<file path="src/rtl/spi_gpio_master_pkg.sv">
// Shared state encoding, default timing and width helper for the SPI GPIO master
// and anything that needs to agree with it on framing.
package spi_gpio_master_pkg;

   localparam int DEF_NREQ      = 2;
   localparam int DEF_CLK_DIV   = 4;
   localparam int DEF_GAP       = 4;
   localparam int BITS_PER_XFER = 8;

   typedef enum logic [2:0] {
      ST_IDLE,
      ST_SETUP,
      ST_LOW,
      ST_HIGH,
      ST_GAP
   } state_e;

   // Width of an index or counter that must hold 0..n-1, never narrower than one bit.
   function automatic int min1_clog2(input int n);
      return (n <= 2) ? 1 : $clog2(n);
   endfunction

endpackage

</file>
<file path="src/rtl/spi_gpio_master_if.sv">
// Request side of the SPI GPIO master: per-requester valid/data in, one-hot ready out.
interface spi_gpio_master_if #(
   parameter int NREQ = 2
);

   logic [NREQ-1:0]   req_valid_i;
   logic [8*NREQ-1:0] req_data_i;
   logic [NREQ-1:0]   req_ready_o;

   modport master (output req_valid_i, req_data_i, input req_ready_o);
   modport slave  (input req_valid_i, req_data_i, output req_ready_o);

endinterface

</file>
<file path="src/rtl/spi_gpio_master_rr_arbiter.sv">
// Round-robin arbiter: searches upward from a rotating pointer and moves the
// pointer past the winner whenever a grant is taken.
module rr_arbiter
   import spi_gpio_master_pkg::*;
#(
   parameter  int N  = 2,
   localparam int IW = min1_clog2(N)
)(
   input  logic          clk,
   input  logic          rst,
   input  logic [N-1:0]  req,
   input  logic          advance,
   output logic [N-1:0]  grant,
   output logic [IW-1:0] index
);

   logic [IW-1:0] ptr_q, ptr_d;
   logic [IW-1:0] cidx;
   logic          found;
   int            cand;

   always_comb begin
      grant = '0;
      index = '0;
      found = 1'b0;
      cand  = 0;
      cidx  = '0;
      for (int off = 0; off < N; off++) begin
         cand = (int'(ptr_q) + off) % N;
         cidx = IW'(cand);
         if (!found && req[cidx]) begin
            found       = 1'b1;
            grant[cidx] = 1'b1;
            index       = cidx;
         end
      end
   end

   always_comb begin
      ptr_d = ptr_q;
      if (advance && found)
         ptr_d = (index == IW'(N - 1)) ? '0 : index + IW'(1);
   end

   always_ff @(posedge clk or posedge rst) begin
      if (rst) ptr_q <= '0;
      else     ptr_q <= ptr_d;
   end

endmodule

</file>
<file path="src/rtl/spi_gpio_master.sv">
// SPI master that pushes one arbitrated GPIO byte per cs_n frame, LSB first,
// with sclk idling high and the slave sampling on the falling edge.
module spi_gpio_master
   import spi_gpio_master_pkg::*;
#(
   parameter  int NREQ    = DEF_NREQ,
   parameter  int CLK_DIV = DEF_CLK_DIV,
   parameter  int GAP     = DEF_GAP,
   localparam int IW      = min1_clog2(NREQ)
)(
   input  logic             clk,
   input  logic             rst,
   spi_gpio_master_if.slave bus,
   output logic             sclk_o,
   output logic             mosi_o,
   output logic             cs_n_o,
   output logic             busy_o,
   output logic [IW-1:0]    grant_o
);

   localparam int DIV_W = $clog2(CLK_DIV);
   localparam int GAP_W = min1_clog2(GAP);

   state_e            state_q, state_d;
   logic [DIV_W-1:0]  div_q, div_d;
   logic [2:0]        bit_q, bit_d;
   logic [GAP_W-1:0]  gap_q, gap_d;
   logic [7:0]        shift_q, shift_d;
   logic              sclk_q, sclk_d, mosi_q, mosi_d, cs_n_q, cs_n_d, busy_q, busy_d;
   logic [NREQ-1:0]   ready_q, ready_d;
   logic [IW-1:0]     grant_q, grant_d;

   logic [NREQ-1:0]   arb_grant;
   logic [IW-1:0]     arb_index;
   logic [7:0]        sel_data;
   logic              phase_end, last_bit;

   rr_arbiter #(.N(NREQ)) u_arb (
      .clk     (clk),
      .rst     (rst),
      .req     (bus.req_valid_i),
      .advance (state_q == ST_IDLE),
      .grant   (arb_grant),
      .index   (arb_index)
   );

   always_comb begin
      sel_data = '0;
      for (int i = 0; i < NREQ; i++)
         if (arb_grant[i]) sel_data = bus.req_data_i[8*i +: 8];
   end

   assign phase_end = (div_q == DIV_W'(CLK_DIV - 1));
   assign last_bit  = (bit_q == 3'(BITS_PER_XFER - 1));

   // The shift register rotates so the next bit is always at [1]; the hold HIGH
   // after the last falling edge keeps mosi on bit 7.
   always_comb begin
      state_d = state_q;
      div_d   = div_q;
      bit_d   = bit_q;
      gap_d   = gap_q;
      shift_d = shift_q;
      sclk_d  = sclk_q;
      mosi_d  = mosi_q;
      cs_n_d  = cs_n_q;
      busy_d  = busy_q;
      grant_d = grant_q;
      ready_d = '0;
      case (state_q)
         ST_IDLE: begin
            if (|bus.req_valid_i) begin
               ready_d = arb_grant;
               grant_d = arb_index;
               shift_d = sel_data;
               mosi_d  = sel_data[0];
               cs_n_d  = 1'b0;
               busy_d  = 1'b1;
               div_d   = '0;
               bit_d   = '0;
               state_d = ST_SETUP;
            end
         end
         ST_SETUP: begin
            div_d = div_q + DIV_W'(1);
            if (phase_end) begin
               div_d   = '0;
               sclk_d  = 1'b0;
               state_d = ST_LOW;
            end
         end
         ST_LOW: begin
            div_d = div_q + DIV_W'(1);
            if (phase_end) begin
               div_d   = '0;
               sclk_d  = 1'b1;
               state_d = ST_HIGH;
               if (!last_bit) begin
                  shift_d = {shift_q[0], shift_q[7:1]};
                  mosi_d  = shift_q[1];
               end
            end
         end
         ST_HIGH: begin
            div_d = div_q + DIV_W'(1);
            if (phase_end) begin
               div_d = '0;
               if (last_bit) begin
                  cs_n_d  = 1'b1;
                  mosi_d  = 1'b0;
                  gap_d   = '0;
                  state_d = ST_GAP;
               end else begin
                  bit_d   = bit_q + 3'd1;
                  sclk_d  = 1'b0;
                  state_d = ST_LOW;
               end
            end
         end
         ST_GAP: begin
            gap_d = gap_q + GAP_W'(1);
            if (gap_q == GAP_W'(GAP - 1)) begin
               busy_d  = 1'b0;
               state_d = ST_IDLE;
            end
         end
         default: state_d = ST_IDLE;
      endcase
   end

   always_ff @(posedge clk or posedge rst) begin
      if (rst) begin
         state_q <= ST_IDLE;
         div_q   <= '0;
         bit_q   <= '0;
         gap_q   <= '0;
         shift_q <= '0;
         sclk_q  <= 1'b1;
         mosi_q  <= 1'b0;
         cs_n_q  <= 1'b1;
         busy_q  <= 1'b0;
         ready_q <= '0;
         grant_q <= '0;
      end else begin
         state_q <= state_d;
         div_q   <= div_d;
         bit_q   <= bit_d;
         gap_q   <= gap_d;
         shift_q <= shift_d;
         sclk_q  <= sclk_d;
         mosi_q  <= mosi_d;
         cs_n_q  <= cs_n_d;
         busy_q  <= busy_d;
         ready_q <= ready_d;
         grant_q <= grant_d;
      end
   end

   assign sclk_o          = sclk_q;
   assign mosi_o          = mosi_q;
   assign cs_n_o          = cs_n_q;
   assign busy_o          = busy_q;
   assign grant_o         = grant_q;
   assign bus.req_ready_o = ready_q;

endmodule
</file>
<file path="src/flat_wrapper.sv">
// flat-port wrapper written by rule: the top's interface ports become plain ports
module spi_gpio_master_flat import spi_gpio_master_pkg::*;
#(
   parameter  int NREQ    = DEF_NREQ,
   parameter  int CLK_DIV = DEF_CLK_DIV,
   parameter  int GAP     = DEF_GAP,
   localparam int IW      = min1_clog2(NREQ)
)
  (clk, rst, sclk_o, mosi_o, cs_n_o, busy_o, grant_o, bus_req_valid_i, bus_req_data_i, bus_req_ready_o);
  spi_gpio_master_if #(.NREQ(NREQ)) bus_i ();
  input  logic clk;
  input  logic rst;
  output logic sclk_o;
  output logic mosi_o;
  output logic cs_n_o;
  output logic busy_o;
  output logic [IW-1:0] grant_o;
  input wire logic [$bits(bus_i.req_valid_i)-1:0] bus_req_valid_i;
  input wire logic [$bits(bus_i.req_data_i)-1:0] bus_req_data_i;
  output wire logic [$bits(bus_i.req_ready_o)-1:0] bus_req_ready_o;
  assign bus_i.req_valid_i = bus_req_valid_i;
  assign bus_i.req_data_i = bus_req_data_i;
  assign bus_req_ready_o = bus_i.req_ready_o;
  spi_gpio_master #(.NREQ(NREQ), .CLK_DIV(CLK_DIV), .GAP(GAP)) u_core (.clk(clk), .rst(rst), .bus(bus_i), .sclk_o(sclk_o), .mosi_o(mosi_o), .cs_n_o(cs_n_o), .busy_o(busy_o), .grant_o(grant_o));
endmodule
</file>
<file path="config.mk">
export PLATFORM = sky130hd
export DESIGN_NAME = spi_gpio_master_flat
export DESIGN_NICKNAME = d
export VERILOG_FILES = /design/src/rtl/spi_gpio_master_pkg.sv /design/src/rtl/spi_gpio_master_if.sv /design/src/rtl/spi_gpio_master_rr_arbiter.sv /design/src/rtl/spi_gpio_master.sv /design/src/flat_wrapper.sv
export SDC_FILE = /design/constraint.sdc
export NUM_CORES = 1
export LEC_CHECK = 0
export BUFFER_PORTS_ARGS = -buffer_cell sky130_fd_sc_hd__buf_2
export CAP_MARGIN = 0
export CELL_PAD_IN_SITES_DETAIL_PLACEMENT = 1
export CELL_PAD_IN_SITES_GLOBAL_PLACEMENT = 2
export CORE_UTILIZATION = 35
export CTS_CLUSTER_SIZE = 12
export DETAILED_ROUTE_END_ITERATION = 16
export PLACE_DENSITY_LB_ADDON = 0.1
export SLEW_MARGIN = 20
export SYNTH_ARGS = -nofsm -noshare
export SYNTH_HDL_FRONTEND = slang
export SYNTH_SLANG_ARGS = --single-unit
export TNS_END_PERCENT = 100
</file>
<file path="constraint.sdc">
create_clock -name clk -period 5.74 [get_ports clk]
set_clock_uncertainty 0.1 [all_clocks]
set_input_delay 0.287 -clock clk [delete_from_list [all_inputs] [get_ports clk]]
set_output_delay 0.287 -clock clk [all_outputs]
set_load 0.005 [all_outputs]
</file>
=== Word level (Yosys, flattened, before mapping) ===
Cells that the tools add are included.

* Flip-flop bits (word level): 26
* Output and inout bits: 7
* Word-level logic and storage cells: 120

* $add $sub $neg: 5
* Order comparisons: 4
* Equality and inequality tests: 15
* Mux-type cells: 58
* Bitwise gates (word level): 1
* Reductions and logical operators: 25

{| class="wikitable"
|+ Operators by type and width
! operator !! count
|-
| 2-to-1 mux 8 bit || 5
|-
| 2-to-1 mux 3 bit || 9
|-
| 2-to-1 mux 1 bit || 25
|-
| 2-to-1 mux 2 bit || 8
|-
| one-hot mux 8 bit (2 select lines) || 1
|-
| one-hot mux 3 bit (5 select lines) || 1
|-
| inequality test 2 x 1 -> 1 bit (second input constant) || 6
|-
| AND reduction 4 bit || 3
|-
| AND reduction 5 bit || 2
|-
| nonzero test 2 bit || 5
|-
| one-hot mux 2 bit (2 select lines) || 2
|-
| == test 3 x 2 -> 1 bit (second input constant) || 2
|-
| == test 3 bit (second input constant) || 2
|-
| one-hot mux 1 bit (3 select lines) || 2
|-
| one-hot mux 3 bit (2 select lines) || 1
|-
| AND reduction 3 bit || 2
|-
| AND reduction 6 bit || 1
|-
| nonzero test 3 bit || 2
|-
| adder 2 x 1 -> 2 bit (second input constant) || 2
|-
| == test 2 bit (second input constant) || 2
|-
| logical AND 1 bit || 4
|-
| less-than comparator 1 x 2 -> 1 bit (second input constant) || 2
|-
| inequality test 2 bit (second input constant) || 2
|-
| one-hot mux 1 bit (2 select lines) || 2
|-
| 11 further kinds || 15
|}

=== Logic depth before layout (Yosys ltp) ===
Gate-level depths: netlist of run 1.

* Word-level depth: 11
* Depth in mapped cells: 7

=== Cells and area by module ===
A second synthesis of run 1 with hierarchy kept.

* Cell total of the unflattened synthesis: 136
* Area, all modules: 1463.9 um^2

{| class="wikitable"
|+ By module, submodules not included
! module !! instances !! cells an instance !! area an instance (um^2) !! seq. area each (um^2)
|-
| spi_gpio_master || 1 || 128 || 1397.6 || 628.1
|-
| rr_arbiter || 1 || 8 || 66.3 || 25.0
|}

=== Worst setup path after synthesis of run 1 ===
Ideal clock, no wire load.

* Path kind: register to register
* From: reg u_core.bit_q[0]
* To: reg u_core.shift_q[0]
* Library setup time: 0.119 ns
* Arrival time: 1.663 ns
* Data required time: 5.521 ns
* Slack: 3.858 ns
* Cell stages (with the launch flop): 7
* Clock period less this slack: 1.882 ns
* Cell sequence: dfrtp_1 > ha_1 > ha_1 > buf_2 > nand3b_1 > a211o_1 > a21o_2

* Cells in the longest elaborated chain, start to end: 3

{| class="wikitable"
|+ RTL lines
! what !! RTL line !! source
|-
| start, declared || spi_gpio_master.sv:26 || <nowiki>logic [2:0] bit_q, bit_d;</nowiki>
|-
| start signal, assigned || spi_gpio_master.sv:147 || <nowiki>bit_q <= bit_d;</nowiki>
|-
| == test 3 bit || spi_gpio_master.sv:54 || <nowiki>assign last_bit = (bit_q == 3'(BITS_PER_XFER - 1));</nowiki>
|-
| inequality test 2 bit (no source line) || -- ||
|-
| AND reduction 4 bit (no source line) || -- ||
|-
| end signal, assigned || spi_gpio_master.sv:149 || <nowiki>shift_q <= shift_d;</nowiki>
|-
| end, declared || spi_gpio_master.sv:28 || <nowiki>logic [7:0] shift_q, shift_d;</nowiki>
|}

Every way passes these cells.
A chain may end at the register's enable or synchronous reset.

=== Worst setup path after layout of run 1 ===
Same ends and word-level chain as after synthesis.

==> results.py, run 1 <==
metrics = {
    "outcome": {
        "status": "finished, violations left",
        "failed_checks": "negative hold slack",
    },
    "pwr": {
        "p_per_area_mw_per_mm2": 211,
        "comb_power_share": 0.055,
        "total_power_mw": 0.324,
        "irDropWorstVdd_v": 0.0000819,
        "internal_power_mw": 0.252,
        "swShare": 0.220,
        "power_switching_mw": 0.0712,
        "power_frac_clock": 0.379,
        "p_leak_nw": 0.710,
        "seq_power_share": 0.566,
    },
    "finish": {
        "nets": 186,
        "nFillCells": 434,
        "n_antenna_cell": 0,
        "final_util": 0.420,
        "stdcell_count": 209,
        "drive_gt1_frac": 0.236,
        "area_growth_pct": 15.0,
        "final_area_sq_mm": 0.00154,
    },
    "critical_path": {
        "cp-start-kind": "register",
        "r2r-end": "u_core.shift_q[0]",
        "critPathKind": "reg -> reg",
        "path_depth": 5,
        "max_stage_delay_ps": 450,
        "crit_fanout": 8,
        "cpMaxStageDelayCell": "a211o_1",
        "cp_num_buf_inv": 0,
        "r2r_cells": 5,
        "setup.worst_path.end": "u_core.shift_q[0]",
        "r2r_slack_ps": 3700,
        "required_ps": 5820,
        "crit_start": "u_core.bit_q[0]",
        "path_common_cell": "ha_1",
        "cp_cell_sequence": "ha_1 > ha_1 > nand3b_1 > a211o_1 > a21o_2",
        "cp_top_family": "compound AO/OA/AOI/OAI gates",
        "rr_startpoint": "u_core.bit_q[0]",
        "crit_path_end_kind": "register",
        "critPathArrivalTime_ps": 2120,
    },
    "placed_design": {
        "place.gp.congestion": 0.736,
        "port_buffers": 26,
        "placedInstanceArea_sq_mm": 0.00148,
        "dp_hpwl_um": 2280,
        "placed_cells": 205,
        "pre_cts_slack_ps": 3700,
    },
    "clocking": {
        "postCtsHoldBufs": 0,
        "cts_tree": "done",
        "cts_root_buf": "clkbuf_8",
        "post-cts-setup-buffers": 0,
        "ctsResizeCount": 0,
        "clockBufferDepth": 2,
        "cts.sinks": 26,
        "h-tree-depth": 1,
        "numCtsBuffers": 3,
        "worstSkewPairLatency_ps": 280,
        "path_clk_slew_ps": 90,
    },
    "timing": {
        "min_period_over_period": 0.356,
        "slew_violations": 0,
        "hold_viol": 24,
        "holdWs_ps": -47.6,
        "fin_crit_ps": 2040,
        "fin_ws_ps": 3700,
        "setup_viol": 0,
        "worst_pin_slew_ps": 571,
        "rsz0062_at_grt": "no",
        "tns_ps": 0,
        "fmax_ghz": 0.489,
        "timing.slew.headroom": 0.619,
    },
    "detailed_routing": {
        "routedWlPerCell_um": 14.9,
        "drc_errors": 0,
        "ant_nets": 0,
        "first_pass_iters": 4,
        "viasPerCell": 5.26,
        "drt-initial-drc-count": 50,
        "routed_wl_um": 3120,
        "vias": 1099,
    },
    "job": {
        "drv_cap": 0,
    },
    "grt": {
        "grt_use_total": 0.178,
        "grt_pass1_wl_um": 5610,
        "grt_overflow": 0,
        "grt_pass1_vias": 1131,
        "grt_max_degree": 27,
        "antenna_found_initial": 0,
    },
    "synthesis": {
        "synthSimpleGateAreaFrac": 0.156,
        "synth_compound_area_frac": 0.255,
        "ys_ff_latch": 26,
        "synthMuxAreaShare": 0.00843,
        "syn_inst": 140,
        "synth_flop_cell": "dfrtp_1",
        "synth-adder-area-share": 0.0375,
        "async_flop_share": 1.00,
        "synthDistinctLibCells": 36,
        "synth_fp_nets": 164,
        "seq_area_frac_synth": 0.489,
        "synth_area_sq_mm": 0.00134,
        "post_synth.cell_area_avg_sq_um": 9.54,
        "synth_xor_area_frac": 0.00655,
        "ys_warn_count": 0,
        "synth_top_family_by_area": "compound AO/OA/AOI/OAI gates",
        "synth_edf_count": 0,
    },
    "hold_path": {
        "hold_class": "in -> async",
    },
    "floorplanning": {
        "start_util": 0.365,
        "rows": 22,
        "pin_count": 27,
        "die-area_sq_mm": 0.00407,
        "die_w_um": 63.8,
        "core_area_sq_mm": 0.00366,
        "die_h_um": 63.8,
    },
}
[worst reg2reg max path: cells and delay by family (launching register included)]
kind            cells  cell delay (ps)
compound gates      2              700
flops               1              400
simple gates        1              240
fa+ha+maj           2              500
[sequential cells by signal, summed over array words and instances (netlist names)]
| name | count |
|---|---|
| u_core.grant_o | 1 |
| u_core.mosi_o | 1 |
| u_core.shift_q | 8 |
| u_core.cs_n_o | 1 |
| u_core.u_arb.ptr_q | 1 |
| u_core.div_q | 2 |
| u_core.busy_o | 1 |
| u_core.bit_q | 3 |
| u_core.bus.req_ready_o | 2 |
| u_core.state_q | 3 |
| u_core.sclk_o | 1 |
| u_core.gap_q | 2 |
[how the worst min path moves through the flow]
stage | endpoint | depth (start not counted)
5_1_grt | u_core.bus.req_ready_o[1] | 2
2_1_floorplan | u_core.bit_q[0] | 1
3_3_place_gp | u_core.cs_n_o | 2
3_5_place_dp | u_core.cs_n_o | 2
4_1_cts | u_core.bus.req_ready_o[1] | 2
6_report | u_core.bus.req_ready_o[1] | 2
[final cells by class]
class | instances | area, sq um | share of cell area
multi-input cells | 100 | 619 | 0.403
inverters | 5 | 18.8 | 0.0122
well taps | 48 | 60.1 | 0.0391
repair buffers | 26 | 130 | 0.0847
clock buffers | 4 | 55.1 | 0.0358
flip-flops and latches | 26 | 653 | 0.425
[cells in the final DEF (no fill, tap or decap), drive strengths merged, types with 2 or more instances in the layout]
master  netlist  routed
nor3          4       4
nand2b        2       2
a22o          5       5
dfstp         2       2
and2          2       2
nor2          9       9
o21bai        2       2
clkbuf        4       4
buf           5      26
a21boi        2       2
inv           5       5
a21oi         6       6
ha            4       4
o21ai        19      19
nand3         2       2
dfrtp        24      24
a21o          2       2
nand2        19      19
a221oi        9       9
[routing by layer]
metal  GRT usage  vias up  routed length (um)
met2       0.287       19                1510
met5           0        -                   0
met4      0.0852        0                  60
met3      0.0232        5                  93
li1            -      543                   -
met1       0.235      532                1450
[cell families after synthesis]
logic type | Yosys count
XOR/XNOR | 1
flip-flops | 26
multiplexers | 1
buffers and inverters | 14
adder cells (fa/ha/maj) | 4
AO/OA/AOI/OAI | 49
AND/OR/NAND/NOR | 45
[power by group through the flow]
stage	registers (mW)	clock network, mW	logic [mW]
after floorplan	0.187	0	0.00832
after detailed placement	0.187	0	0.0181
after global placement	0.187	0	0.0176
final	0.183	0.123	0.0178
after global routing	0.183	0.134	0.0203
after CTS	0.183	0.127	0.0182
[cells in the mapped netlist, types with 3 or more instances]
master,number,area (sq um)
clkbuf_1,4,15.0
o21ai_0,17,85.1
inv_1,5,18.8
nor2_1,9,33.8
ha_1,4,50.1
a22o_1,5,43.8
a21oi_1,6,30.0
a221oi_1,8,70.1
dfrtp_1,24,601
nor3_1,4,20.0
nand2_1,19,71.3
buf_2,3,15.0
No activity file was read; power rests on OpenSTA's default activity.
==> run 2, diff against run 1 <==
--- a/config.mk
+++ b/config.mk
@@ -5,11 +5,12 @@
 export SDC_FILE = /design/constraint.sdc
 export NUM_CORES = 1
 export LEC_CHECK = 0
+export ABC_AREA = 1
 export BUFFER_PORTS_ARGS = -buffer_cell sky130_fd_sc_hd__buf_2
 export CAP_MARGIN = 0
 export CELL_PAD_IN_SITES_DETAIL_PLACEMENT = 1
 export CELL_PAD_IN_SITES_GLOBAL_PLACEMENT = 2
-export CORE_UTILIZATION = 35
+export CORE_UTILIZATION = 31
 export CTS_CLUSTER_SIZE = 12
 export DETAILED_ROUTE_END_ITERATION = 16
 export PLACE_DENSITY_LB_ADDON = 0.1
==> constraint.sdc (replaced) <==
create_clock -name clk -period 1.9 [get_ports clk]
set_clock_uncertainty 0.1 [all_clocks]
set_input_delay 0.095 -clock clk [delete_from_list [all_inputs] [get_ports clk]]
set_output_delay 0.095 -clock clk [all_outputs]
set_load 0.005 [all_outputs]
==> run 2 against run 1 <==
  * The flow now finishes without violations
  * Flip-flop and latch count unchanged
  * Non-clock buffer count increased by 2
  * Hold slack improved by 120 ps
  * Sequential power increased to 4.9 times the previous value
  * Critical path depth increased by 4
  * Largest cell class is now multi-input combinational cells
==> results.py, run 2 <==
metrics = {
    "floorplanning": {
        "start_util": 0.329,
        "core_area_sq_mm": 0.00447,
        "die_w_um": 70.9,
        "die_h_um": 70.9,
        "die-area_sq_mm": 0.00503,
        "pin_count": 27,
        "rows": 24,
    },
    "finish": {
        "nets": 248,
        "n_antenna_cell": 0,
        "nFillCells": 566,
        "multi_input_area_sq_um": 726,
        "drive_gt1_frac": 0.242,
        "reg.largest.list": "u_core.shift_q: 8 flops, u_core.bit_q: 3 flops, u_core.state_q: 3 flops",
        "mostFrequentLayoutCells": "nand2_1 (90), buf_2 (26), dfrtp_1 (24), nand3_1 (21), inv_1 (12)",
        "largest_reg_flops": 8,
        "final_area_sq_mm": 0.00172,
        "largest_register": "u_core.shift_q",
        "area_growth_pct": 16.9,
        "final_util": 0.385,
        "final_common_cell": "nand2_1",
        "register_area_sq_um": 653,
    },
    "detailed_routing": {
        "routed-wl-met3_um": 112,
        "vias": 1333,
        "routed_wl_um": 3600,
        "viasPerCell": 4.85,
        "wl_met1_um": 1590,
        "wl_met2_um": 1810,
        "first_pass_iters": 4,
        "drt-initial-drc-count": 53,
        "ant_nets": 0,
        "drc_errors": 0,
        "routedWlPerCell_um": 13.1,
        "maxUsedRoutingLayer": "met4",
    },
    "clocking": {
        "h-tree-depth": 1,
        "cts.sinks": 26,
        "numCtsBuffers": 3,
        "clockBufferDepth": 2,
        "cts_root_buf": "clkbuf_8",
        "worstSkewPairLatency_ps": 270,
        "path_clk_slew_ps": 90,
        "cts_tree": "done",
        "post-cts-setup-buffers": 0,
    },
    "timing": {
        "fmax_ghz": 0.598,
        "min_period_over_period": 0.880,
        "fin_crit_ps": 1670,
        "worst_pin_slew_ps": 479,
        "timing.slew.headroom": 0.681,
        "rsz0062_at_grt": "no",
        "tns_ps": 0,
        "slew_violations": 0,
        "setup_viol": 0,
        "holdWs_ps": 73.1,
        "hold_viol": 0,
    },
    "synthesis": {
        "synth_common_cells": "nand2_1 (90), dfrtp_1 (24), nand3_1 (21)",
        "synth_area_leaders": "dfrtp_1 (41%), nand2_1 (23%), nand3_1 (7.1%), dfstp_2 (3.6%), ha_1 (3.4%)",
        "synth_edf_count": 0,
        "ys_ff_latch": 26,
        "synth_fp_nets": 218,
        "synthDistinctLibCells": 24,
        "seq_area_frac_synth": 0.444,
        "ys_warn_count": 0,
        "yosysMostFrequentCell": "nand2_1",
        "synth_area_sq_mm": 0.00147,
        "post_synth.cell_area_avg_sq_um": 7.59,
        "synth_flop_cell": "dfrtp_1",
        "synth_top_area_frac": 0.408,
        "syn_inst": 194,
        "async_flop_share": 1.00,
        "yosys.area.top_type": "dfrtp_1",
    },
    "pwr": {
        "power_frac_clock": 0.163,
        "comb_power_share": 0.435,
        "swShare": 0.428,
        "power_switching_mw": 0.960,
        "p_leak_nw": 0.965,
        "p_per_area_mw_per_mm2": 1300,
        "seq_power_share": 0.402,
        "irDropWorstVdd_v": 0.000360,
        "total_power_mw": 2.24,
        "internal_power_mw": 1.28,
    },
    "critical_path": {
        "r2r-end": "u_core.shift_q[5]",
        "cp-start-kind": "register",
        "crit_path_end_kind": "register",
        "r2r_slack_ps": 230,
        "critPathKind": "reg -> reg",
        "rr_startpoint": "u_core.bit_q[0]",
        "critPathArrivalTime_ps": 1790,
        "crit_start": "u_core.bit_q[0]",
        "crit_fanout": 9,
        "setup.worst_path.end": "u_core.shift_q[5]",
        "r2r_cells": 9,
        "required_ps": 2020,
    },
    "grt": {
        "grt_pass1_wl_um": 6200,
        "antenna_found_initial": 0,
        "grt_overflow": 0,
        "grt_max_degree": 27,
        "grt_use_total": 0.160,
        "grt_pass1_vias": 1401,
    },
    "hold_path": {
        "hold_class": "in -> reg",
    },
    "job": {
        "drv_cap": 0,
    },
    "placed_design": {
        "port_buffers": 26,
        "placedInstanceArea_sq_mm": 0.00165,
        "place.gp.congestion": 0.786,
        "dp_hpwl_um": 2870,
    },
    "outcome": {
        "status": "finished clean",
    },
}
[run 2: cell families after synthesis]
| group | Yosys count | share of synthesized area |
|---|---|---|
| flops | 26 | 0.444 |
| compound gates | 12 | 0.0484 |
| simple gates | 131 | 0.405 |
| fa+ha+maj | 4 | 0.0340 |
| buf+inv | 21 | 0.0688 |
[run 2: worst max-delay path, cell delays in order, from the launching register on]
cell and delay (ps):
dfrtp_1 400, ha_1 200, ha_1 230, inv_1 110, nand2_1 80, nand3_2 110, nand3_4 130, inv_4 130
nand2_1 60, nand2_1 60
[run 2: area by class of cell]
class | instances | area share
Multi-Input combinational cell | 147 | 0.422
Timing Repair Buffer | 28 | 0.0858
Clock buffer | 4 | 0.0320
Sequential cell | 26 | 0.379
Inverter | 18 | 0.0436
Tap cell | 52 | 0.0378
[run 2: metrics by stage]
stage / instances / setup slack, ps
final: 275 / 229
after detailed placement: 270 / 141
after global routing: 275 / 69.8
after CTS: 275 / 119
after floorplan: 194 / 345
after global placement: 270 / 182
[run 2: worst min path at each step]
| stage | startpoint | to | slack [ps] | depth (start not counted) |
|---|---|---|---|---|
| 2_1_floorplan | rst | u_core.bit_q[0] | 30 | 1 |
| 3_3_place_gp | rst | u_core.gap_q[1] | 70 | 3 |
| 3_5_place_dp | rst | u_core.mosi_o | 70 | 3 |
| 4_1_cts | bus_req_valid_i[1] | u_core.bus.req_ready_o[0] | 60 | 2 |
| 5_1_grt | bus_req_valid_i[1] | u_core.bus.req_ready_o[0] | 70 | 2 |
| 6_report | bus_req_valid_i[1] | u_core.bus.req_ready_o[0] | 70 | 2 |
[run 2: repair_timing]
item / 4_1_cts / 5_1_grt
endpoints found under the hold margin: 24 / 0
endpoints found under the setup margin: 0 / 6
hold buffers: 1 / 0
gates resized for setup: 0 / 1
[run 2: power groups by stage]
stage | registers (mW) | logic, mW | clock network (mW)
2_1_floorplan | 0.855 | 0.766 | 0
3_3_place_gp | 0.899 | 0.947 | 0
3_5_place_dp | 0.910 | 0.983 | 0
4_1_cts | 0.902 | 0.986 | 0.382
5_1_grt | 0.926 | 1.13 | 0.411
6_report | 0.901 | 0.975 | 0.365
[run 2: routing by layer]
layer  track usage  up-vias
li1              -      670
met1         0.189      623
met2         0.290       31
met3        0.0228        9
met4        0.0667        0
met5             0        -
==> run 3, diff against run 2 <==
--- a/config.mk
+++ b/config.mk
@@ -10,12 +10,13 @@
 export CAP_MARGIN = 0
 export CELL_PAD_IN_SITES_DETAIL_PLACEMENT = 1
 export CELL_PAD_IN_SITES_GLOBAL_PLACEMENT = 2
-export CORE_UTILIZATION = 31
+export CORE_UTILIZATION = 30
 export CTS_CLUSTER_SIZE = 12
 export DETAILED_ROUTE_END_ITERATION = 16
 export PLACE_DENSITY_LB_ADDON = 0.1
 export SLEW_MARGIN = 20
 export SYNTH_ARGS = -nofsm -noshare
 export SYNTH_HDL_FRONTEND = slang
+export SYNTH_HIERARCHICAL = 1
 export SYNTH_SLANG_ARGS = --single-unit
 export TNS_END_PERCENT = 100
==> run 3 against run 2 <==
  * Register-to-register slack worse by 80 ps
  * Global-route usage is 0.53 points higher
  * Clock power is 28% higher
  * Wire length increased by 5.8%
  * Core utilization rose by 0.33 points
  * Sequential share of layout area down 0.57 points
  * Die area increased by 1.4%
  * Synthesized cell count rose by 2.6%
  * Count of clock-buffer cells in the layout fell by 1
  * Via count up 3.5%
==> results.py, run 3 <==
metrics = {
    "pwr": {
        "power_frac_clock": 0.183,
        "p_leak_nw": 0.990,
        "power_switching_mw": 1.12,
        "seq_power_share": 0.343,
        "swShare": 0.438,
        "internal_power_mw": 1.43,
        "comb_power_share": 0.474,
        "p_per_area_mw_per_mm2": 1460,
        "irDropWorstVdd_v": 0.000478,
    },
    "finish": {
        "largest_reg_flops": 8,
        "final_util": 0.388,
        "area_growth_pct": 21.0,
        "nets": 257,
        "drive_gt1_frac": 0.211,
        "largest_register": "u_core/shift_q",
        "n_antenna_cell": 0,
        "nFillCells": 569,
        "final_common_cell": "nand2_1",
        "reg.largest.list": "u_core/shift_q: 8 flops, u_core/bit_q: 3 flops, u_core/state_q: 3 flops",
        "mostFrequentLayoutCells": "nand2_1 (94), buf_2 (26), dfrtp_1 (24), nand3_1 (21), inv_1 (12)",
    },
    "grt": {
        "top_usage_layer": "met2",
        "gr-usage-met1": 0.202,
        "grt_use_met3": 0.0338,
        "grt_use_total": 0.165,
        "grt_pass1_vias": 1440,
        "antenna_found_initial": 0,
        "grt_overflow": 0,
        "grt_max_degree": 26,
        "use_met2": 0.301,
        "grt_pass1_wl_um": 6600,
    },
    "floorplanning": {
        "die_w_um": 71.4,
        "pin_count": 27,
        "rows": 24,
        "die-area_sq_mm": 0.00510,
        "die_h_um": 71.4,
        "core_area_sq_mm": 0.00450,
        "start_util": 0.321,
    },
    "synthesis": {
        "synth_compound_area_frac": 0.0545,
        "synth_flop_cell": "dfrtp_1",
        "synthMuxAreaShare": 0,
        "synth_area_sq_mm": 0.00145,
        "synthSimpleGateAreaFrac": 0.408,
        "synth_area_leaders": "dfrtp_1 (42%), nand2_1 (24%), nand3_1 (7.3%), dfstp_2 (3.6%), ha_1 (3.5%)",
        "synth_top_area_frac": 0.416,
        "async_flop_share": 1.00,
        "synth_top_family_by_area": "simple AND/OR/NAND/NOR gates",
        "post_synth.cell_area_avg_sq_um": 7.26,
        "ys_warn_count": 6,
        "yosys.area.top_type": "dfrtp_1",
        "seq_area_frac_synth": 0.452,
        "syn_inst": 199,
        "synth_common_cells": "nand2_1 (94), dfrtp_1 (24), nand3_1 (21)",
        "ys_ff_latch": 26,
        "synth-adder-area-share": 0.0346,
        "synthDistinctLibCells": 23,
        "synth_edf_count": 0,
        "synth_fp_nets": 223,
        "synth_xor_area_frac": 0,
        "yosysMostFrequentCell": "nand2_1",
    },
    "critical_path": {
        "max_stage_delay_ps": 410,
        "path_depth": 6,
        "required_ps": 2010,
        "critPathKind": "reg -> reg",
        "crit_fanout": 7,
        "cp_top_family": "adder cells",
        "cp_cell_sequence": "ha_1 > ha_1 > nand3b_1 > a21oi_2 > nand2_1 > nand2_1",
        "crit_path_end_kind": "register",
        "cp-start-kind": "register",
        "crit_start": "u_core/bit_q[0]",
        "r2r_cells": 6,
        "rr_startpoint": "u_core/bit_q[0]",
        "cp_num_buf_inv": 0,
        "critPathArrivalTime_ps": 1860,
        "cpMaxStageDelayCell": "dfrtp_1",
    },
    "hold_path": {
        "hold_depth": 4,
        "min_from": "bus_req_valid_i[1]",
        "hold_class": "in -> reg",
    },
    "clocking": {
        "cts_root_buf": "clkbuf_8",
        "h-tree-depth": 1,
        "cts.sinks": 26,
        "clockBufferDepth": 2,
        "post-cts-setup-buffers": 0,
        "worstSkewPairLatency_ps": 270,
        "path_clk_slew_ps": 100,
        "cts_tree": "done",
        "numCtsBuffers": 3,
    },
    "placed_design": {
        "place.gp.congestion": 0.758,
        "dp_hpwl_um": 2990,
        "port_buffers": 26,
    },
    "job": {
        "drv_cap": 0,
    },
    "timing": {
        "worst_pin_slew_ps": 372,
        "setup_viol": 0,
        "timing.slew.headroom": 0.752,
        "fin_crit_ps": 1750,
        "slew_violations": 0,
        "tns_ps": 0,
        "rsz0062_at_grt": "no",
        "hold_viol": 0,
        "fmax_ghz": 0.572,
        "min_period_over_period": 0.921,
    },
    "detailed_routing": {
        "viasPerCell": 4.86,
        "drc_errors": 0,
        "first_pass_iters": 4,
        "routedWlPerCell_um": 13.4,
        "routed_wl_um": 3810,
        "ant_nets": 0,
        "drt-initial-drc-count": 34,
        "vias": 1379,
    },
    "outcome": {
        "status": "finished clean",
    },
}
-- run 3: cell count changes in the layout (fill, tap and decap cells not counted), moves of 3 or more --
cell	delta
nand2_1	+4
a21oi_1	-4
a21boi_1	+3
buf_4	+3
o21ai_0	+4
nor2_1	+4
-- run 3: what timing repair did --
item / in CTS / in global routing
endpoints found under the hold margin: 25 / 0
gates resized for setup: 0 / 0
hold buffers: 2 / 0
-- run 3: power groups by stage --
stage	clock [mW]	sequential (mW)	combinational, mW
after floorplan	0	0.856	0.880
after global placement	0	0.874	1.16
after detailed placement	0	0.885	1.22
after CTS	0.490	0.876	1.23
after global routing	0.499	0.899	1.41
final	0.466	0.875	1.21
-- run 3: cell type report --
class	count	area (sq um)	area share
Inverter	16	60.1	0.0344
Sequential cell	26	653	0.374
Tap cell	52	65.1	0.0372
Clock buffer	3	41.3	0.0236
Clock inverter	1	30.0	0.0172
Multi-Input combinational cell	154	718	0.411
Timing Repair Buffer	32	180	0.103
-- run 3: final timing paths --
kind | end | slack [ps]
worst max-delay path | u_core/shift_q[5] | 150
worst min-delay path | register | 20
worst max register to register | u_core/shift_q[5] | 150
worst min register to register | u_core/mosi_o | 380
max in group asynchronous | u_core/sclk_o | 1080
min in group asynchronous | asynchronous set/reset pin | 100
-- run 3: stage by stage --
stage | total power [mW] | instances | instance area [sq um] | hold WS [ps] | setup WS (ps)
global placement | 2.03 | 278 | 1660 | -162 | 246
finish | 2.55 | 284 | 1750 | 21.9 | 151
global route | 2.81 | 284 | 1750 | 68.8 | 8.04
detailed placement | 2.11 | 278 | 1660 | -157 | 158
CTS | 2.60 | 284 | 1750 | 10.3 | 117
floorplan | 1.74 | 199 | 1450 | -276 | 410
-- run 3: kinds of logic after synthesis --
family | count (synthesis)
AND/OR/NAND/NOR | 137
flip-flops | 26
buffers and inverters | 19
AO/OA/AOI/OAI | 13
adder cells (fa/ha/maj) | 4
-- run 3: worst min-delay path, cell delays in order --
cell,delay [ps]
buf_2,110
nand2_1,50
nand2_1,50
nand2_1,50
-- run 3: layer usage --
layer	routed length [um]	vias to the layer above	part of all wire
met5	0	-	0
met4	25	0	0.0066
met3	109	2	0.029
met2	1900	27	0.50
met1	1770	649	0.46
li1	-	701	-
